<file path="src/rtl/seq_pkg.sv">
// Shared definitions for the note sequencer: event-word op codes and field
// positions, FSM state encoding, and the voice-reset length limit.
package seq_pkg;

  typedef enum logic [1:0] {
    OP_NOTE = 2'b00,
    OP_WAIT = 2'b01,
    OP_MUTE = 2'b10,
    OP_END  = 2'b11
  } op_t;

  typedef enum logic [2:0] {
    S_IDLE,
    S_FETCH,
    S_DECODE,
    S_PULSE,
    S_DELAY
  } state_t;

  // Event word layout: [15:14] op, [13:12] voice, [11:5] key, [4:0] delay
  localparam int unsigned OP_HI  = 15;
  localparam int unsigned OP_LO  = 14;
  localparam int unsigned V_HI   = 13;
  localparam int unsigned V_LO   = 12;
  localparam int unsigned KEY_HI = 11;
  localparam int unsigned KEY_LO = 5;
  localparam int unsigned D_HI   = 4;
  localparam int unsigned D_LO   = 0;

  localparam int unsigned KEY_W = 7;
  localparam int unsigned D_W   = 5;

  // A voice reset must span every phase of the synth's slower clock.
  localparam int unsigned RST_LEN_MIN = 4;

  function automatic bit rst_len_ok(input int unsigned len);
    return len >= RST_LEN_MIN;
  endfunction

  // Timer load width: wide enough for both a delay field and RST_LEN.
  function automatic int unsigned cnt_width(input int unsigned rst_len);
    int unsigned w;
    w = $clog2(rst_len + 1);
    return (w > D_W) ? w : D_W;
  endfunction

endpackage

</file>
<file path="src/rtl/seq_delay_timer.sv">
// Down-counting timer. On load it captures d and counts d units, then
// raises done for one cycle (the cycle of the final unit).
// A unit is TICK_DIV clk cycles, or a single clk cycle when raw=1
// (used for the voice-reset pulse).
// Ports: clk, rsts (async, active-high), load, raw, d -> done.
module seq_delay_timer #(
  parameter int unsigned TICK_DIV = 78125,
  parameter int unsigned CNT_W    = 5
) (
  input  logic             clk,
  input  logic             rsts,
  input  logic             load,
  input  logic             raw,
  input  logic [CNT_W-1:0] d,
  output logic             done
);

  localparam int unsigned PRE_W = (TICK_DIV > 1) ? $clog2(TICK_DIV) : 1;
  localparam logic [PRE_W-1:0] PRE_TOP = PRE_W'(TICK_DIV - 1);

  logic [PRE_W-1:0] pre;
  logic [CNT_W-1:0] rem;
  logic             raw_q;

  // Prescaler restarts on every load so each delay starts on a fresh tick.
  always_ff @(posedge clk or posedge rsts) begin
    if (rsts) begin
      pre   <= '0;
      rem   <= '0;
      raw_q <= 1'b0;
    end else if (load) begin
      rem   <= d;
      raw_q <= raw;
      pre   <= raw ? '0 : PRE_TOP;
    end else if (rem != '0) begin
      if (pre == '0) begin
        rem <= rem - CNT_W'(1);
        pre <= raw_q ? '0 : PRE_TOP;
      end else begin
        pre <= pre - PRE_W'(1);
      end
    end
  end

  assign done = (rem == CNT_W'(1)) && (pre == '0);

endmodule

</file>
<file path="src/rtl/note_sequencer.sv">
// Score player: fetches 16-bit event words from a synchronous score ROM and
// drives the synth's per-voice key numbers, retrigger pulses and mutes.
// Ports: clk, rsts (async, active-high), start, stop, loop_en,
//        rom_addr/rom_data (score ROM), key0..key3, vrst0..vrst3, mute, busy.
module note_sequencer
  import seq_pkg::*;
#(
  parameter int unsigned TICK_DIV = 78125,
  parameter int unsigned RST_LEN  = 4,
  parameter int unsigned ADDR_W   = 8
) (
  input  logic              clk,
  input  logic              rsts,
  input  logic              start,
  input  logic              stop,
  input  logic              loop_en,
  output logic [ADDR_W-1:0] rom_addr,
  input  logic [15:0]       rom_data,
  output logic [6:0]        key0,
  output logic [6:0]        key1,
  output logic [6:0]        key2,
  output logic [6:0]        key3,
  output logic              vrst0,
  output logic              vrst1,
  output logic              vrst2,
  output logic              vrst3,
  output logic [3:0]        mute,
  output logic              busy
);

  localparam int unsigned CNT_W = cnt_width(RST_LEN);

  if (!rst_len_ok(RST_LEN)) begin : g_rst_len_check
    $error("note_sequencer: RST_LEN must be at least %0d", RST_LEN_MIN);
  end

  state_t           state;
  logic [KEY_W-1:0] keys [4];
  logic [3:0]       vrst;
  logic [D_W-1:0]   dly;

  op_t              ev_op;
  logic [1:0]       ev_v;
  logic [KEY_W-1:0] ev_key;
  logic [D_W-1:0]   ev_d;

  logic             tmr_load;
  logic             tmr_raw;
  logic [CNT_W-1:0] tmr_d;
  logic             tmr_done;

  assign ev_op  = op_t'(rom_data[OP_HI:OP_LO]);
  assign ev_v   = rom_data[V_HI:V_LO];
  assign ev_key = rom_data[KEY_HI:KEY_LO];
  assign ev_d   = rom_data[D_HI:D_LO];

  // The single timer serves both the reset pulse (raw cycles) and the
  // delay (ticks); it is reloaded on the edge that enters PULSE or DELAY.
  always_comb begin
    tmr_load = 1'b0;
    tmr_raw  = 1'b0;
    tmr_d    = '0;
    case (state)
      S_DECODE: begin
        if (ev_op == OP_NOTE) begin
          tmr_load = 1'b1;
          tmr_raw  = 1'b1;
          tmr_d    = CNT_W'(RST_LEN);
        end else if (ev_op != OP_END && ev_d != '0) begin
          tmr_load = 1'b1;
          tmr_d    = CNT_W'(ev_d);
        end
      end
      S_PULSE: begin
        if (tmr_done && dly != '0) begin
          tmr_load = 1'b1;
          tmr_d    = CNT_W'(dly);
        end
      end
      default: ;
    endcase
  end

  seq_delay_timer #(
    .TICK_DIV (TICK_DIV),
    .CNT_W    (CNT_W)
  ) u_timer (
    .clk  (clk),
    .rsts (rsts),
    .load (tmr_load),
    .raw  (tmr_raw),
    .d    (tmr_d),
    .done (tmr_done)
  );

  always_ff @(posedge clk or posedge rsts) begin
    if (rsts) begin
      state    <= S_IDLE;
      rom_addr <= '0;
      for (int unsigned i = 0; i < 4; i++) keys[i] <= '0;
      vrst     <= '0;
      mute     <= '1;
      busy     <= 1'b0;
      dly      <= '0;
    end else if (stop && state != S_IDLE) begin
      vrst  <= '0;
      mute  <= '1;
      busy  <= 1'b0;
      state <= S_IDLE;
    end else begin
      case (state)
        S_IDLE: begin
          if (start && !stop) begin
            rom_addr <= '0;
            busy     <= 1'b1;
            state    <= S_FETCH;
          end
        end
        S_FETCH: state <= S_DECODE;
        S_DECODE: begin
          dly <= ev_d;
          case (ev_op)
            OP_NOTE: begin
              keys[ev_v] <= ev_key;
              vrst[ev_v] <= 1'b1;
              mute[ev_v] <= 1'b0;
              state      <= S_PULSE;
            end
            OP_WAIT, OP_MUTE: begin
              if (ev_op == OP_MUTE) mute[ev_v] <= ev_key[0];
              if (ev_d == '0) begin
                rom_addr <= rom_addr + ADDR_W'(1);
                state    <= S_FETCH;
              end else begin
                state <= S_DELAY;
              end
            end
            default: begin
              if (loop_en) begin
                rom_addr <= '0;
                state    <= S_FETCH;
              end else begin
                mute  <= '1;
                busy  <= 1'b0;
                state <= S_IDLE;
              end
            end
          endcase
        end
        S_PULSE: begin
          if (tmr_done) begin
            vrst <= '0;
            if (dly == '0) begin
              rom_addr <= rom_addr + ADDR_W'(1);
              state    <= S_FETCH;
            end else begin
              state <= S_DELAY;
            end
          end
        end
        S_DELAY: begin
          if (tmr_done) begin
            rom_addr <= rom_addr + ADDR_W'(1);
            state    <= S_FETCH;
          end
        end
        default: state <= S_IDLE;
      endcase
    end
  end

  assign key0  = keys[0];
  assign key1  = keys[1];
  assign key2  = keys[2];
  assign key3  = keys[3];
  assign vrst0 = vrst[0];
  assign vrst1 = vrst[1];
  assign vrst2 = vrst[2];
  assign vrst3 = vrst[3];

endmodule

</file>
<file path="config.mk">
export PLATFORM = sky130hd
export DESIGN_NAME = note_sequencer
export DESIGN_NICKNAME = d
export VERILOG_FILES = /design/src/rtl/seq_pkg.sv /design/src/rtl/seq_delay_timer.sv /design/src/rtl/note_sequencer.sv
export SDC_FILE = /design/constraint.sdc
export NUM_CORES = 1
export LEC_CHECK = 0
export ABC_CLOCK_PERIOD_IN_PS = 7750
export CAP_MARGIN = 10
export CORE_MARGIN = 2
export CORE_UTILIZATION = 25
export DETAILED_ROUTE_END_ITERATION = 10
export HOLD_SLACK_MARGIN = 0.02
export PLACE_DENSITY = 0.42
export SLEW_MARGIN = 20
export SYNTH_ARGS = -nofsm -noshare
export SYNTH_HDL_FRONTEND = slang
export SYNTH_HIERARCHICAL = 1
export SYNTH_SLANG_ARGS = --single-unit
</file>
<file path="constraint.sdc">
create_clock -name clk -period 7.75 [get_ports clk]
set_clock_uncertainty 0.05 [all_clocks]
set_input_delay 2.325 -clock clk [delete_from_list [all_inputs] [get_ports clk]]
set_output_delay 2.325 -clock clk [all_outputs]
set_load 0.05 [all_outputs]
</file>
After elaboration in Yosys (flattened, before gate mapping):

Cells that the tools add are included.

* bits in registers: 76
* latch bits: 0
* RAM bits: 0
* bits in read-only memories: 0
* bits of input ports: 21
* output and inout bits: 45
* word-level logic and storage cells: 136
* memories kept: 0

* add/subtract/negate cells: 3
* $mul: 0
* div/mod/pow operators: 0
* $lt $le $gt $ge: 4
* eq/ne operators: 23
* shift operators: 0
* multiplexer cells: 55
* bitwise logic cells: 5
* reduce and logical (&&, ||, !) cells: 33

Operators by type and width (count)
* $mux 17: 5
* $mux 8: 6
* $pmux 8 s4: 1
* $mux 5: 6
* $bwmux 28: 1
* $mux 4: 7
* $ne 3x3->1 const B: 9
* $mux 3: 6
* $logic_not 17->1: 1
* $sub 17x1->17 const B: 1
* $pmux 4 s2: 2
* $pmux 8 s2: 1
* $pmux 3 s5: 1
* $reduce_bool 5->1: 3
* $demux 7 s2: 1
* $ne 2x2->1 const B: 6
* $reduce_and 3->1: 4
* $mux 1: 11
* $logic_not 5->1: 2
* $pmux 5 s2: 1
* $reduce_and 9->1: 1
* $reduce_bool 3->1: 3
* $add 8x1->8 const B: 1
* $logic_and 1x1->1: 7
* other kinds (31): 36

Longest topological paths before layout:

Gate-level depths: netlist of the first run.

* depth after elaboration: 9
* depth in mapped cells: 13
* gate-level depth less buffers: 13

Modules after synthesis:

The synthesis of the first run kept the hierarchy.

By module, submodules not included
* note_sequencer: times used 1, cells each 240, area an instance 2667.6 µm²
* seq_delay_timer: times used 1, cells each 146, area an instance 1390.1 µm²

Worst setup path before layout of the first run:

No wires, ideal clock.

* path type: input -> register
* from: input port rom_data[1]
* to: register u_timer.pre[10]
* arrival time: 4821 ps
* slack: 2793 ps
* stages: 9
* cells stage by stage: or4_4 -> o211ai_4 -> nor2_1 -> or3b_2 -> or4_1 -> o211ai_1 -> nor3_1 -> xnor2_1 -> nor3_1

* word-level cells in the longest chain between the ends: 6

RTL lines
* from (decl): RTL line note_sequencer.sv:18 `input logic [15:0] rom_data,`
* $reduce_bool 5->1 (*): RTL line note_sequencer.sv:69 `end else if (ev_op != OP_END && ev_d != '0) begin`
* $logic_and 1x1->1 (*): RTL line note_sequencer.sv:69
* $mux 1 (*): RTL line note_sequencer.sv:69
* $mux 1 (*): RTL line note_sequencer.sv:65 `if (ev_op == OP_NOTE) begin`
* $pmux 1 s2 (*): RTL line note_sequencer.sv:63 `case (state)`
* net tmr_load: RTL line note_sequencer.sv:47 `logic tmr_load;`
* $mux 17 / $reduce_bool 2->1 (equally long branches)
* to (signal assigned): RTL line seq_delay_timer.sv:34 `pre <= raw ? '0 : PRE_TOP;`
* to (signal assigned): RTL line seq_delay_timer.sv:38 `pre <= raw_q ? '0 : PRE_TOP;`
* to (signal assigned): RTL line seq_delay_timer.sv:40 `pre <= pre - PRE_W'(1);`
* to (decl): RTL line seq_delay_timer.sv:21 `logic [PRE_W-1:0] pre;`

Mark *: on every way through the listed nets, which the timed path passes. The rest lies on a longest branch.
A chain may end at the register's enable or synchronous reset.

Worst setup path after layout of the first run:

Ends and elaborated chain as after synthesis.

==> impl_metrics.yaml, run 1 <==
run_status:
  outcome: "finished clean"
power_and_ir_drop:
  peakVddDrop_v: 0.000169
  power.internal_mw: 0.976
  power_leakage_nw: 2.13
  p_seq_share_pct: 34.8
  switching_share_pct: 41.4
  p_switching_mw: 0.689
  clkPwrFrac_pct: 25.3
  p_comb_share_pct: 39.9
  p_per_area_nw_per_um2: 321
logic_synthesis:
  seq_area_frac_synth_pct: 47.0
  synth_top_flop_cell: "dfrtp_1"
  synth_edf_count: 0
  synth-async-reset-ratio_pct: 100
  avgSynthCellArea_um2: 10.5
  yosys_warnings: 6
  synth_area_um2: 4060
  ys_ff_latch: 76
  synth_xor_area_share_pct: 2.37
  synth_top_family_by_area: "simple AND/OR/NAND/NOR gates"
  synthAdderAreaFrac_pct: 2.78
  synth_compound_gate_area_share_pct: 16.0
  synth_cell_types: 68
  muxShareOfSynthArea_pct: 10.5
  syn_nets: 416
  synthSimpleGateAreaFrac_pct: 17.5
  synth_cells: 386
routing:
  drc: 0
  vias: 3189
  drt-pass1-iter-count: 5
  wl_per_cell_um: 15.7
  routed_wl_um: 10600
  drt_first_iter_violations: 179
  drtAntennaViolNets: 0
  vias_per_cell: 4.75
die:
  die_w_um: 131
  io_pins: 66
  chipHeight_um: 131
  core-area_um2: 15900
  num_rows: 46
  dieArea_um2: 17300
  start_util_pct: 25.5
setup_path:
  worstPathRequired_ps: 7960
  worstSetupPathType: "in -> reg"
  cp.arrival_ps: 5760
  crit_start: "rom_data[1]"
  r2r_start: "u_timer/pre[8]"
  reg2reg_slack_ps: 3530
  cp-endpoint: "u_timer/pre[10]"
  start_kind: "primary input"
  crit_path_end_kind: "flip-flop"
  reg2regPathDepth: 13
  r2r_end: "u_timer/pre[11]"
  critPathMaxFanout: 24
cells_and_area:
  area.growth.synth_to_final_pct: 27.9
  antenna_cells: 0
  layout_common_cells: "dfrtp_1 (72), clkdlybuf4s50_1 (65), nor2_1 (41), mux2_2 (35), o21ai_0 (22)"
  drive_above_1_share_pct: 16.3
  layout_commonest_cell: "dfrtp_1"
  utilization_pct: 32.7
  final_nets: 480
cts:
  cts_buffers: 9
  hold_buffers: 0
  cts_tree: "yes"
  cts.repair.resized: 0
  worstSkewPairLatency_ps: 340
  cts.sinks: 76
  cts.clk_slew.worst_paths_ps: 60
  cts_setup_buffers: 0
  cts_root_buf: "clkbuf_16"
  htree_levels: 3
  clk_path_buf_depth: 2
global_routing:
  grt_overflow: 0
  antenna_found_initial: 0
  grt_pass1_vias: 3300
  grt_max_degree: 54
  grt.total_usage_pct: 12.7
  grt_first_pass_wirelength_um: 17400
timing:
  clock.fmax_ghz: 0.180
  fin_crit_sh_pct: 71.7
  hold_viol_final: 0
  maxSlewViolCount: 0
  setup_viol: 0
  finalSetupTns_ps: 0
  period_needed_ps: 5560
  rsz0062_at_grt: "false"
  max_slew_margin_pct: 33.9
  worst_pin_slew_ps: 991
job:
  drv_cap: 0
worst_hold_path:
  hold_path.class: "reg -> reg"
placed_design:
  io_buffer_count: 65
  gp_congestion: 0.749
  dp_hpwl_um: 7560
-- layout make-up --
cell class                      instances  area [um^2]
Sequential cell                        76         1910
Clock buffer                           11          253
Clock inverter                          5         43.8
Multi-Input combinational cell        279         1990
Timing Repair Buffer                   66          658
Inverter                               18         67.6
Tap cell                              216          270
Fill cell                            1653        10700
-- registers in the layout, summed over array words and instances, names as in the netlist --
register / cells
u_timer/pre: 17
rom_addr: 8
key0: 7
key1: 7
key2: 7
key3: 7
dly: 5
u_timer/rem: 5
mute: 4
vrst: 4
state: 3
busy: 1
u_timer/raw_q: 1
-- cells in the mapped netlist, types with 5 or more instances --
cell	instances	area [um^2]
nand3_1	5	25.0
ha_1	9	113
nor2b_1	6	37.5
o31ai_1	11	82.6
and3_1	8	50.1
o21ai_0	22	110
nand2b_1	8	50.1
nor2_1	41	154
clkbuf_1	6	22.5
o21ai_1	5	25.0
o21a_1	5	37.5
a21oi_1	13	65.1
xnor2_1	9	78.8
nor3_1	17	85.1
inv_1	18	67.6
dfrtp_1	72	1800
mux2_2	35	394
nand2_1	15	56.3
-- metal layers --
metal,GRT usage [%],share of wire (%),up-vias
met3,5.40,6.2,19
li1,-,-,1540
met1,15.8,45,1541
met2,19.6,46,89
met4,4.59,2.2,0
met5,0,0,-
-- cell families after synthesis --
kind of cell | count (synthesis)
AND/OR/NAND/NOR | 129
AO/OA/AOI/OAI | 92
flip-flops | 76
multiplexers | 38
buffers and inverters | 31
XOR/XNOR | 11
adder cells (fa/ha/maj) | 9
-- power groups by stage --
stage	clock (mW)	combinational, mW	sequential, mW
6_report	0.421	0.664	0.580
5_1_grt	0.458	0.725	0.594
4_1_cts	0.439	0.671	0.580
3_5_place_dp	0	0.667	0.585
3_3_place_gp	0	0.668	0.586
2_1_floorplan	0	0.320	0.731
-- how the worst min path moves through the flow --
stage | to | slack [ps] | cells after the start | startpoint
floorplan | u_timer/pre[1] | 440 | 2 | u_timer/pre[1]
global placement | vrst[1] | 430 | 1 | vrst[1]
detailed placement | vrst[3] | 430 | 1 | vrst[3]
CTS | rom_addr[7] | 440 | 1 | rom_addr[7]
global route | vrst[1] | 470 | 1 | vrst[1]
finish | rom_addr[7] | 440 | 1 | rom_addr[7]
-- worst max-delay path: stages --
cell,delay [ps]
clkdlybuf4s50_1,440
or4_4,580
o211ai_4,230
nor2_1,90
or3b_2,700
or4_1,630
o211ai_1,400
nor3_1,110
xnor2_1,140
nor3_1,120
-- through the flow --
step	power (mW)	std cells	instance area [um^2]	hold slack, ps	setup WS (ps)
floorplan	1.05	386	4060	445	2790
global placement	1.25	655	4890	428	1880
detailed placement	1.25	655	4890	430	1830
CTS	1.69	671	5190	439	2190
global route	1.78	671	5190	470	1990
finish	1.66	671	5190	441	2190
Note: power is estimated with default switching activity, not from simulation.
==> inputs of run 2 (changes only) <==
ABC_CLOCK_PERIOD_IN_PS = 5700   (was 7750)
clock period = 5.7 ns   (was 7.75 ns; I/O delays follow)
==> impl_metrics.yaml, run 2 (same netlist as run 1, synthesis figures left out) <==
timing:
  fin_crit_sh_pct: 81.7
  hold_viol_final: 0
  period_needed_ps: 4660
  finalSetupTns_ps: 0
  max_slew_margin_pct: 33.8
  worst_pin_slew_ps: 992
  clock.fmax_ghz: 0.215
  setup_viol: 0
  holdWs_ps: 445
  rsz0062_at_grt: "false"
  maxSlewViolCount: 0
power_and_ir_drop:
  power_leakage_nw: 2.14
  peakVddDrop_v: 0.000205
  p_comb_share_pct: 39.3
  clkPwrFrac_pct: 26.6
  p_per_area_nw_per_um2: 444
  switching_share_pct: 41.5
  p_seq_share_pct: 34.1
  p_switching_mw: 0.963
  power.internal_mw: 1.36
  fin_total_pwr_mw: 2.32
cells_and_area:
  ff_latch_area_um2: 1910
  multiInputGateArea_um2: 1990
  area.growth.synth_to_final_pct: 28.6
  reg_top3: "u_timer/pre x17, rom_addr x8"
  final_nets: 481
  final_cells: 672
  antenna_cells: 0
  layout_commonest_cell: "dfrtp_1"
  largest_register: "u_timer/pre"
  utilization_pct: 32.8
  layout_common_cells: "dfrtp_1 (72), clkdlybuf4s50_1 (65), nor2_1 (41), mux2_2 (35), o21ai_0 (22)"
  fill_cells: 1665
  largest_reg_flops: 17
  drive_above_1_share_pct: 16.4
routing:
  drtAntennaViolNets: 0
  wl_per_cell_um: 16.0
  routed_wl_um: 10800
  drt-pass1-iter-count: 4
  vias_per_cell: 4.73
  drt_first_iter_violations: 185
  drc: 0
  vias: 3180
setup_path:
  reg2reg_slack_ps: 1690
  start_kind: "primary input"
  worstSetupPathType: "in -> reg"
  critPathMaxFanout: 5
  cp.arrival_ps: 4830
  worstPathRequired_ps: 5870
  r2r_end: "u_timer/pre[16]"
  reg2regPathDepth: 13
  r2r_start: "u_timer/pre[8]"
  crit_path_end_kind: "flip-flop"
die:
  core-area_um2: 15900
  start_util_pct: 25.5
  dieArea_um2: 17300
  die_w_um: 131
  io_pins: 66
  num_rows: 46
  chipHeight_um: 131
cts:
  worstSkewPairLatency_ps: 350
  cts_tree: "yes"
  clk_path_buf_depth: 2
  hold_buffers: 0
  cts.repair.resized: 0
  cts_root_buf: "clkbuf_16"
  cts.sinks: 76
  cts.clk_slew.worst_paths_ps: 70
  cts_setup_buffers: 0
  cts_buffers: 9
  htree_levels: 3
global_routing:
  antenna_found_initial: 0
  grt.total_usage_pct: 12.9
  grt_overflow: 0
  grt_max_degree: 54
  grt_pass1_vias: 3363
  grt_first_pass_wirelength_um: 18000
job:
  drv_cap: 0
worst_hold_path:
  whs_path_depth: 1
  hold_path.class: "reg -> reg"
  min_delay_worst_endpoint: "rom_addr[7]"
  min-delay-start: "rom_addr[7]"
placed_design:
  gp_congestion: 0.766
  dp_cells: 656
  dp_hpwl_um: 7640
  io_buffer_count: 65
run_status:
  outcome: "finished clean"
==> run 2: changes by cell type in the layout (fill, tap and decap cells not counted), sizes merged <==
| cell | previous run | this run |
|---|---|---|
| buf | 1 | 2 |
| bufinv | 0 | 1 |
| clkbuf | 11 | 9 |
| clkinv | 3 | 1 |
| clkinvlp | 0 | 1 |
| inv | 20 | 22 |
==> run 2: cell type report <==
| type | instances | share of cell area, % |
|---|---|---|
| repair buffers | 67 | 12.8 |
| clock inverters | 7 | 1.75 |
| multi-input cells | 279 | 38.2 |
| inverters | 18 | 1.29 |
| clock buffers | 9 | 4.32 |
| well taps | 216 | 5.18 |
| flip-flops and latches | 76 | 36.5 |
==> run 2: worst max-delay path by stage <==
stage,startpoint,to,cells after the start
floorplan,rom_data[1],u_timer/pre[10],9
global placement,rom_data[1],u_timer/pre[12],10
detailed placement,rom_data[1],u_timer/pre[13],10
CTS,rom_data[1],u_timer/pre[15],10
global route,rom_data[1],u_timer/pre[10],10
finish,rom_data[1],u_timer/pre[13],10
==> run 2: stage by stage <==
stage | setup WS (ps) | cell area (um^2)
global placement | 732 | 4900
global route | 882 | 5220
finish | 1040 | 5220
detailed placement | 702 | 4900
floorplan | 1360 | 4060
CTS | 1060 | 5220
==> run 2: power by group through the flow <==
stage	Combinational (mW)	Clock (mW)	Sequential, mW
global placement	0.911	0	0.796
floorplan	0.435	0	0.994
detailed placement	0.914	0	0.796
CTS	0.920	0.642	0.789
global route	0.996	0.661	0.809
finish	0.912	0.616	0.791
==> run 2: critical path, cell delays in order <==
cell,delay [ps]
clkdlybuf4s50_1,440
or4_4,580
o211ai_4,230
nor2_1,80
or3b_2,460
or4_1,590
o211ai_1,360
nor3_1,100
xnor2_1,170
a21oi_1,90
==> run 2: metal layers <==
layer	up-vias	GRT usage (%)	share of wire [%]
met2	75	20.6	47
li1	1543	-	-
met3	12	3.78	6.0
met1	1550	16.6	46
met5	-	0	0
met4	0	4.83	1.5
==> inputs of run 3 (changes only) <==
ABC_CLOCK_PERIOD_IN_PS = 4700   (was 5700)
clock period = 4.7 ns   (was 5.7 ns; I/O delays follow)
==> impl_metrics.yaml, run 3 (same netlist as run 1, synthesis figures left out) <==
die:
  num_rows: 46
  dieArea_um2: 17300
  chipHeight_um: 131
  die_w_um: 131
  core-area_um2: 15900
  start_util_pct: 25.5
  io_pins: 66
cts:
  cts.clk_slew.worst_paths_ps: 70
  cts.repair.resized: 0
  cts_root_buf: "clkbuf_16"
  hold_buffers: 0
  cts_tree: "yes"
  htree_levels: 3
  clk_path_buf_depth: 2
  cts_buffers: 9
  cts_setup_buffers: 0
  cts.sinks: 76
  worstSkewPairLatency_ps: 350
routing:
  drc: 0
  wl_per_cell_um: 15.7
  drt_first_iter_violations: 138
  drtAntennaViolNets: 0
  drt-pass1-iter-count: 4
  routed_wl_um: 10600
  vias_per_cell: 4.68
  vias: 3185
timing:
  max_slew_margin_pct: 38.5
  setup_viol: 0
  clock.fmax_ghz: 0.236
  finalSetupTns_ps: 0
  maxSlewViolCount: 0
  period_needed_ps: 4250
  fin_crit_sh_pct: 90.3
  hold_viol_final: 0
  rsz0062_at_grt: "false"
  worst_pin_slew_ps: 922
setup_path:
  r2r_end: "u_timer/pre[16]"
  worst_path_largest_cell_delay_ps: 580
  worstPathRequired_ps: 4910
  reg2regPathDepth: 13
  crit_family: "simple AND/OR/NAND/NOR gates"
  crit_path_end_kind: "flip-flop"
  reg2reg_slack_ps: 730
  cp.depth: 10
  crit_start: "rom_data[1]"
  cp_slowest_cell: "or4_4"
  cp_cell_sequence: "clkdlybuf4s50_1 -> or4_4 -> o211ai_4 -> nor2_1 -> or3b_2 -> or4_1 -> o211ai_1 -> nor3_1 -> xnor2_1 -> nor3_1"
  start_kind: "primary input"
  cp-endpoint: "u_timer/pre[10]"
  critPathMaxFanout: 4
  crit_buf_inv: 1
  timing.critical_path.mode_cell: "nor3_1"
  r2r_start: "u_timer/pre[8]"
  worstSetupPathType: "in -> reg"
  cp.arrival_ps: 4450
power_and_ir_drop:
  power_leakage_nw: 2.16
  peakVddDrop_v: 0.000235
  p_per_area_nw_per_um2: 529
placed_design:
  gp_congestion: 0.757
  io_buffer_count: 65
  dp_hpwl_um: 7760
cells_and_area:
  multiInputGateArea_um2: 1990
  largest_reg_flops: 17
  antenna_cells: 0
  layout_common_cells: "dfrtp_1 (72), clkdlybuf4s50_1 (65), nor2_1 (41), mux2_2 (35), o21ai_0 (22)"
  fill_cells: 1672
  ff_latch_area_um2: 1910
  final_nets: 489
  area.growth.synth_to_final_pct: 29.4
  layout_commonest_cell: "dfrtp_1"
  largest_register: "u_timer/pre"
  utilization_pct: 33.0
  drive_above_1_share_pct: 17.9
  reg_top3: "u_timer/pre x17, rom_addr x8"
global_routing:
  grt_busiest_layer: "met2"
  grt_pass1_vias: 3259
  use_met1_pct: 16.2
  antenna_found_initial: 0
  grt_max_degree: 38
  grt.total_usage_pct: 12.8
  use_met3_pct: 4.01
  gr-usage-met2_pct: 20.2
  grt_first_pass_wirelength_um: 17700
  grt_overflow: 0
worst_hold_path:
  hold_path.class: "reg -> reg"
job:
  drv_cap: 0
run_status:
  outcome: "finished clean"
## run 3: layout make-up
class                      instances  area share (%)
clock inverter                     7            1.22
tap                              216            5.15
clock buffer                       9            4.29
multi-input combinational        279            37.9
sequential                        76            36.3
inverter                          18            1.29
timing repair buffer              75            13.8
## run 3: power breakdown
group,internal [mW],switching (mW),total (mW)
clock network,0.370,0.321,0.691
registers,0.813,0.144,0.956
logic,0.433,0.698,1.13
total,1.62,1.16,2.78
## run 3: worst min path at each step
| stage | cells after the start | slack, ps | startpoint | end |
|---|---|---|---|---|
| final | 1 | 450 | rom_addr[7] | rom_addr[7] |
| after global routing | 1 | 470 | rom_addr[7] | rom_addr[7] |
| after CTS | 1 | 450 | rom_addr[7] | rom_addr[7] |
| after detailed placement | 1 | 430 | vrst[2] | vrst[2] |
| after global placement | 1 | 430 | rom_addr[7] | rom_addr[7] |
| after floorplan | 2 | 440 | u_timer/pre[1] | u_timer/pre[1] |
## run 3: metal layers
layer	routed length [um]	up-vias	part of all wire, %
met4	176	0	1.7
met3	661	10	6.2
li1	-	1560	-
met2	4940	63	46
met1	4860	1552	46
met5	0	-	0
## run 3: metrics by stage
step	hold slack [ps]	cells	total power [mW]	cell area, um^2	setup WS [ps]
6_report	446	680	2.78	5250	454
3_5_place_dp	428	664	2.10	4960	106
5_1_grt	471	680	2.95	5250	303
4_1_cts	450	680	2.82	5250	448
2_1_floorplan	445	386	1.73	4060	658
3_3_place_gp	432	664	2.10	4960	142
